--- config.mk ---
export PLATFORM = sky130hd
export DESIGN_NAME = uart_cmd_ctrl
export DESIGN_NICKNAME = d
export VERILOG_FILES = /design/src/rtl/uart_cmd_pkg.sv /design/src/rtl/uart_cmd_ctrl.sv
export SDC_FILE = /design/constraint.sdc
export NUM_CORES = 1
export LEC_CHECK = 0
export CAP_MARGIN = 20
export CORE_MARGIN = 5
export CORE_UTILIZATION = 55
export CTS_CLUSTER_SIZE = 8
export DETAILED_ROUTE_END_ITERATION = 8
export PLACE_DENSITY = 0.81
export RECOVER_POWER = 25
export SLEW_MARGIN = 20
export SYNTH_ARGS = -nofsm -noshare
export SYNTH_HDL_FRONTEND = slang
export SYNTH_SLANG_ARGS = --single-unit
--- constraint.sdc ---
create_clock -name clk -period 4.92 [get_ports clk]
set_clock_uncertainty 0.05 [all_clocks]
set_input_delay 0.492 -clock clk [delete_from_list [all_inputs] [get_ports clk]]
set_output_delay 0.492 -clock clk [all_outputs]
set_load 0.005 [all_outputs]
--- src/rtl/uart_cmd_pkg.sv ---
// Shared definitions for the UART command-frame parser: FSM states, the
// default frame start marker and the frame length.
package uart_cmd_pkg;

    typedef enum logic [2:0] {
        SYNC = 3'd0,
        OPC  = 3'd1,
        DHI  = 3'd2,
        DLO  = 3'd3,
        CKS  = 3'd4
    } state_t;

    localparam logic [7:0] DEFAULT_SYNC_BYTE = 8'hA5;

    // SYNC, opcode, data_hi, data_lo, checksum
    localparam int FRAME_LEN = 5;

endpackage

--- src/rtl/uart_cmd_ctrl.sv ---
// Parses 5-byte frames (SYNC, opcode, data_hi, data_lo, cksum) from a UART
// receiver and presents validated commands with a ready/acknowledge flag.
module uart_cmd_ctrl
    import uart_cmd_pkg::*;
#(
    parameter logic [7:0] SYNC_BYTE    = DEFAULT_SYNC_BYTE,
    parameter int         TIMEOUT_CLKS = 65536
) (
    input  logic        clk,
    input  logic        rst,
    input  logic        rx_rdy,
    input  logic [7:0]  rx_data,
    output logic        clr_rx_rdy,
    input  logic        clr_cmd_rdy,
    output logic        cmd_rdy,
    output logic [7:0]  opcode,
    output logic [15:0] payload,
    output logic        cksum_err,
    output logic        timeout_err,
    output logic        overrun_err
);

    localparam int               CNT_W   = (TIMEOUT_CLKS > 1) ? $clog2(TIMEOUT_CLKS) : 1;
    localparam logic [CNT_W-1:0] CNT_MAX = CNT_W'(TIMEOUT_CLKS - 1);

    state_t           r_state;
    state_t           w_state_next;
    logic [CNT_W-1:0] r_cnt;
    logic [CNT_W-1:0] w_cnt_next;
    logic             r_clr_rx_rdy;

    logic [7:0]       r_shadow [3];
    logic [2:0]       w_shadow_ld;

    logic             r_cmd_rdy;
    logic [7:0]       r_opcode;
    logic [15:0]      r_payload;
    logic             r_cksum_err;
    logic             r_timeout_err;
    logic             r_overrun_err;

    logic             w_accept;
    logic [7:0]       w_sum;
    logic             w_frame_done;
    logic             w_frame_ok;
    logic             w_frame_bad;
    logic             w_timeout;

    // A byte presented while our clear pulse is still out is the same byte again.
    assign w_accept     = rx_rdy && !r_clr_rx_rdy;
    assign w_sum        = r_shadow[0] + r_shadow[1] + r_shadow[2] + rx_data;
    assign w_frame_done = w_accept && (r_state == CKS);
    assign w_frame_ok   = w_frame_done && (w_sum == 8'h00);
    assign w_frame_bad  = w_frame_done && (w_sum != 8'h00);
    assign w_timeout    = (r_state != SYNC) && !w_accept && (r_cnt == CNT_MAX);

    // Shadow byte gi is loaded when its frame position is being accepted.
    for (genvar gi = 0; gi < 3; gi++) begin : g_shadow_ld
        localparam state_t LD_STATE = state_t'(gi + 1);
        assign w_shadow_ld[gi] = w_accept && (r_state == LD_STATE);
    end

    always_comb begin
        w_state_next = r_state;
        w_cnt_next   = r_cnt + CNT_W'(1);
        if (w_accept) begin
            w_cnt_next = '0;
            case (r_state)
                SYNC:    w_state_next = (rx_data == SYNC_BYTE) ? OPC : SYNC;
                OPC:     w_state_next = DHI;
                DHI:     w_state_next = DLO;
                DLO:     w_state_next = CKS;
                CKS:     w_state_next = SYNC;
                default: w_state_next = SYNC;
            endcase
        end else if (r_state == SYNC) begin
            w_cnt_next = '0;
        end else if (w_timeout) begin
            w_state_next = SYNC;
            w_cnt_next   = '0;
        end
    end

    always_ff @(posedge clk) begin
        if (rst) begin
            r_state      <= SYNC;
            r_cnt        <= '0;
            r_clr_rx_rdy <= 1'b0;
        end else begin
            r_state      <= w_state_next;
            r_cnt        <= w_cnt_next;
            r_clr_rx_rdy <= w_accept;
        end
    end

    always_ff @(posedge clk) begin
        if (rst) begin
            for (int i = 0; i < 3; i++) begin
                r_shadow[i] <= '0;
            end
        end else begin
            for (int i = 0; i < 3; i++) begin
                if (w_shadow_ld[i]) begin
                    r_shadow[i] <= rx_data;
                end
            end
        end
    end

    // A completing valid frame beats a same-cycle acknowledge.
    always_ff @(posedge clk) begin
        if (rst) begin
            r_cmd_rdy     <= 1'b0;
            r_opcode      <= '0;
            r_payload     <= '0;
            r_cksum_err   <= 1'b0;
            r_timeout_err <= 1'b0;
            r_overrun_err <= 1'b0;
        end else begin
            r_cksum_err   <= w_frame_bad;
            r_timeout_err <= w_timeout;
            r_overrun_err <= w_frame_ok && r_cmd_rdy;
            if (w_frame_ok) begin
                r_cmd_rdy <= 1'b1;
                r_opcode  <= r_shadow[0];
                r_payload <= {r_shadow[1], r_shadow[2]};
            end else if (clr_cmd_rdy) begin
                r_cmd_rdy <= 1'b0;
            end
        end
    end

    assign clr_rx_rdy  = r_clr_rx_rdy;
    assign cmd_rdy     = r_cmd_rdy;
    assign opcode      = r_opcode;
    assign payload     = r_payload;
    assign cksum_err   = r_cksum_err;
    assign timeout_err = r_timeout_err;
    assign overrun_err = r_overrun_err;

endmodule
# Yosys cells after proc, flatten, opt, wreduce, memory -nomap -nowiden
# Memory sizes are Yosys's and may differ from the RTL's.
# Cells that the tools add are included.
# Widths: inputs -> output; s select.
[word_totals]
out_inout_bits = 29
word_cells = 65
regBits = 48
latchBits = 0
mem_bits_ro = 0
ramBits = 24
inputBits = 12
memories = 1
[mem_list]
columns = ["memory", "words", "width", "rd", "rd_clocked_by_memory_dff", "wr", "line", "rtl"]
rows = [
  ["r_shadow", 3, 8, 3, 0, 3, "uart_cmd_ctrl.sv:32", "logic [7:0] r_shadow [3];"],
]
[classes]
bitwise = 3
mux = 21
reduce_logical = 20
eq_ne = 7
magnitude_cmp = 0
mul = 0
add_sub_neg = 4
shift = 0
div = 0
[op_table]
columns = ["op", "n"]
rows = [
  ["$add 8x8->8", 3],
  ["$mux 8", 3],
  ["$add 16x1->16 const B", 1],
  ["$eq 16x16->1 const B", 1],
  ["$mux 1", 14],
  ["$pmux 3 s4", 1],
  ["$logic_and 1x1->1", 10],
  ["$mux 3", 3],
  ["$eq 8x8->1 const B", 1],
  ["$logic_not 8->1", 1],
  ["$reduce_bool 8->1", 1],
  ["$eq 3x2->1 const B", 2],
  ["$reduce_bool 2->1", 2],
  ["$reduce_or 4->1", 1],
  ["$eq 3x1->1 const B", 1],
  ["$eq 3x3->1 const B", 1],
  ["$logic_not 3->1", 1],
  ["$or 1x1->1", 3],
  ["$reduce_bool 3->1", 1],
  ["$logic_not 1->1", 2],
  ["$ne 2x2->1 const B", 1],
  ["$reduce_and 2->1", 1],
]

# Longest topological paths before layout
[logic_depth]
ltp_word = 8
mapped_depth = 13
ltp_nobuf = 11

# Worst setup path before layout
# OpenSTA, ideal clock, no wires.
[synth_timing]
path_kind = "input port to flip-flop"
start = "input rx_data[1]"
end = "register r_payload[12] (netlist: payload[12]) (read register of r_shadow)"
path_buffers = 1
arrival_ns = 3.341
cell_stages = 12
slack_ns = 1.397
cell_sequence = "fa_1 -> fa_1 -> ha_1 -> inv_1 -> fa_1 -> nor2b_4 -> o221ai_2 -> a2111oi_4 -> nand4_2 -> buf_2 -> o31ai_1 -> a21oi_1"
[synth_via]
elab_chain_len = 3
[synth_rtl]
columns = ["item", "line", "rtl"]
rows = [
  ["from (decl)", "uart_cmd_ctrl.sv:12", "input logic [7:0] rx_data,"],
  ["$add 8x8->8", "uart_cmd_ctrl.sv:51", "assign w_sum = r_shadow[0] + r_shadow[1] + r_shadow[2] + rx_data;"],
  ["$logic_not 8->1", "uart_cmd_ctrl.sv:53", "assign w_frame_ok = w_frame_done && (w_sum == 8'h00);"],
  ["$logic_and 1x1->1", "uart_cmd_ctrl.sv:53", ""],
  ["to (decl)", "uart_cmd_ctrl.sv:37", "logic [15:0] r_payload;"],
]
# Every way passes these cells.
# A chain may end at the register's enable or synchronous reset.

# Final worst setup path
[layout_timing]
start = "input rx_data[1]"
end = "register r_payload[5] (netlist: payload[5]) (read register of r_shadow)"
# The elaborated chain is that of the path after synthesis.

==> flow_summary.json <==
{
  "ir_worst_vdd_uv": 226.6,
  "relSlewSlack_pct": -2.669,
  "post-cts-setup-buffer-count": 0,
  "cp_top_family": "adder cells",
  "cp-end-kind": "flop",
  "synth-seq-area-share_pct": 45.70,
  "fill_cells": 488,
  "crit_buf_inv": 3,
  "path_depth": 13,
  "grt_start_max_net_pins": 37,
  "mostFrequentLayoutCells": "48 x dfxtp_1, 29 x a21oi_1, 24 x nor2_1, 24 x o2111ai_1, 24 x edfxtp_1",
  "setup_viol": 0,
  "cts_tree": "built",
  "status": "finished with violations",
  "fmax_ghz": 0.2424,
  "crit_path_top_delay_cell": "fa_1",
  "power_mw": 1.389,
  "fin_area_mm2": 0.004305,
  "wl_per_cell_um": 17.85,
  "diodes": 0,
  "die_h_um": 91.80,
  "cts_resized": 0,
  "dp_slack_ns": 0.4461,
  "wirelength_um": 8033,
  "critical_path.max_fanout": 15,
  "synth_area_leaders": "dfxtp_1 26%, edfxtp_1 20%, fa_1 7.6%, o2111ai_1 5.7%, a21oi_1 3.9%",
  "core_mm2": 0.006422,
  "dieArea_mm2": 0.008426,
  "grt_antenna_before_repair": 0,
  "setup_tns_ns": 0,
  "rsz0062_at_grt": "no",
  "maxCapViolCount": 1,
  "grt_pass1_vias": 2719,
  "cp.required_ns": 5.13,
  "grt_use_total_pct": 19.78,
  "timing.rr.start": "r_shadow[0][1]$_DFFE_PP_",
  "synth_top_area_share_pct": 26.11,
  "violations": "capacitance limit, slew limit",
  "synth-edff-count": 24,
  "layout_commonest_cell": "dfxtp_1",
  "start_util_pct": 57.30,
  "r2r_setup_slack_ns": 0.97,
  "via_per_inst": 6.027,
  "drv_slew": 37,
  "synth_cell_types": 52,
  "clock-sinks": 72,
  "postSynthAreaPerCell_um2": 11.22,
  "clk_latency_ns": 0.35,
  "rr_worst_depth": 12,
  "htreeDepth": 3,
  "ys.flop_type": "dfxtp_1",
  "cp_common_cell": "fa_1",
  "port_buffers": 40,
  "hold_viol": 0,
  "synth_warnings": 0,
  "place_congestion": 0.8148,
  "num_vias": 2712,
  "drt_iter0_drc": 154,
  "placed_area_mm2": 0.004116,
  "ant_nets": 0,
  "cts_hold_buf": 0,
  "r2r-end": "payload[5]$_SDFFE_PP0P_",
  "post-route-period-util_pct": 83.86,
  "yosys_register_bits": 72,
  "hold_path.class": "flop to flop",
  "synthesis.nets": 362,
  "fp-row-count": 29,
  "critical_path_class": "input port to flop",
  "first_pass_iters": 4,
  "tightest_slew_ns": 1.540,
  "clockRootBuffer": "clkbuf_8",
  "syn_inst": 328,
  "yosys.area.top_type": "dfxtp_1",
  "drcViolationCount": 0,
  "critPathLaunchType": "input port",
  "min_period_ns": 4.126,
  "place.detailed.hpwl_um": 5791,
  "layout-drive-gt1-share_pct": 12.60,
  "grt_pass1_wl_um": 13230,
  "cp.arrival_ns": 4.33,
  "gr-total-overflow": 0,
  "power_density_mw_per_mm2": 322.6,
  "setup_ws_ns": 0.7939,
  "numCtsBuffers": 9,
  "syn_to_final_growth_pct": 17.00,
  "fin_nets": 402,
  "ios": 41,
  "clk_pin_slew_ns": 0.07,
  "clock_path_buffers": 2,
  "netlist_area_mm2": 0.003680,
  "endpoint": "payload[5]$_SDFFE_PP0P_",
  "die_w_um": 91.80,
  "power.leakage_nw": 1.530,
  "worstSetupStartpoint": "rx_data[1]",
  "path_cells": "clkdlybuf4s50_1, fa_1, fa_1, ha_1, inv_1, fa_1, nor2b_4, o221ai_2, a2111oi_4, and3_1, buf_4, o2111ai_1, a21oi_1",
  "cpPeakStageDelay_ns": 0.52,
  "async_flop_share_pct": 0
}
layout make-up:
cell class	instances	area, um2	area share, %
Timing Repair Buffer	51	475.5	11.04
Tap cell	77	96.34	2.238
Multi-Input combinational cell	220	1803	41.88
Clock inverter	5	55.05	1.279
Sequential cell	72	1682	39.06
Clock buffer	11	141.4	3.284
Inverter	14	52.55	1.221
state kept, by name, summed over array words and instances (netlist names), 3 cells and up:
name and count:
payload 16, opcode 8, r_state 3, r_cnt 16, r_shadow 24
worst min-delay path: stages, from the launching register on:
cell,delay (ns)
dfxtp_1,0.32
o31ai_2,0.05
a21oi_1,0.05
power by group:
| group | internal, mW | switching [mW] | total (mW) | leakage (nW) |
|---|---|---|---|---|
| Combinational | 0.100 | 0.188 | 0.289 | 0.794 |
| Sequential | 0.620 | 0.00680 | 0.627 | 0.634 |
| Clock | 0.248 | 0.225 | 0.473 | 0.102 |
cell usage after synthesis, drive strengths merged, types with 11 or more instances:
| cell type | count |
|---|---|
| a21oi | 31 |
| inv | 14 |
| xor2 | 11 |
| edfxtp | 24 |
| o2111ai | 24 |
| fa | 14 |
| nor2 | 24 |
| buf | 16 |
| dfxtp | 48 |
| o31ai | 24 |
layer usage:
layer / up-vias / routed length [um] / global-route usage, %
met5: - / 0 / 0
met2: 72 / 4023 / 33.11
met1: 1320 / 3330 / 24.37
met4: 0 / 178 / 7.550
met3: 18 / 501 / 5.483
li1: 1302 / - / -
cell families (layout without fill, tap and decap cells):
family	Yosys count	after routing	share of synthesized area (%)
multiplexers	1	1	0.2720
XOR/XNOR	19	19	5.134
buffers and inverters	36	81	5.474
AND/OR/NAND/NOR	82	82	12.75
AO/OA/AOI/OAI	96	96	20.33
flip-flops	72	72	45.70
adder cells (fa/ha/maj)	22	22	10.34
how the worst min path moves through the flow:
stage / startpoint / end / slack (ns) / cells after the start
3_5_place_dp: payload[0]$_SDFFE_PP0P_ / payload[0]$_SDFFE_PP0P_ / 0.41 / 2
5_1_grt: payload[0]$_SDFFE_PP0P_ / payload[0]$_SDFFE_PP0P_ / 0.43 / 2
6_report: payload[11]$_SDFFE_PP0P_ / payload[11]$_SDFFE_PP0P_ / 0.41 / 2
4_1_cts: payload[15]$_SDFFE_PP0P_ / payload[15]$_SDFFE_PP0P_ / 0.42 / 2
3_3_place_gp: payload[2]$_SDFFE_PP0P_ / payload[2]$_SDFFE_PP0P_ / 0.40 / 2
2_1_floorplan: r_cnt[0]$_SDFF_PP0_ / r_cnt[0]$_SDFF_PP0_ / 0.39 / 1
metrics by stage:
step | cells | util (%) | hold slack (ns)
final | 450 | 67.04 | 0.4138
after global routing | 450 | 67.04 | 0.4330
after CTS | 450 | 67.15 | 0.4227
after detailed placement | 434 | 64.10 | 0.4135
after global placement | 434 | 64.10 | 0.4026
after floorplan | 328 | - | 0.3914
Note: power is estimated with default switching activity, not from simulation.
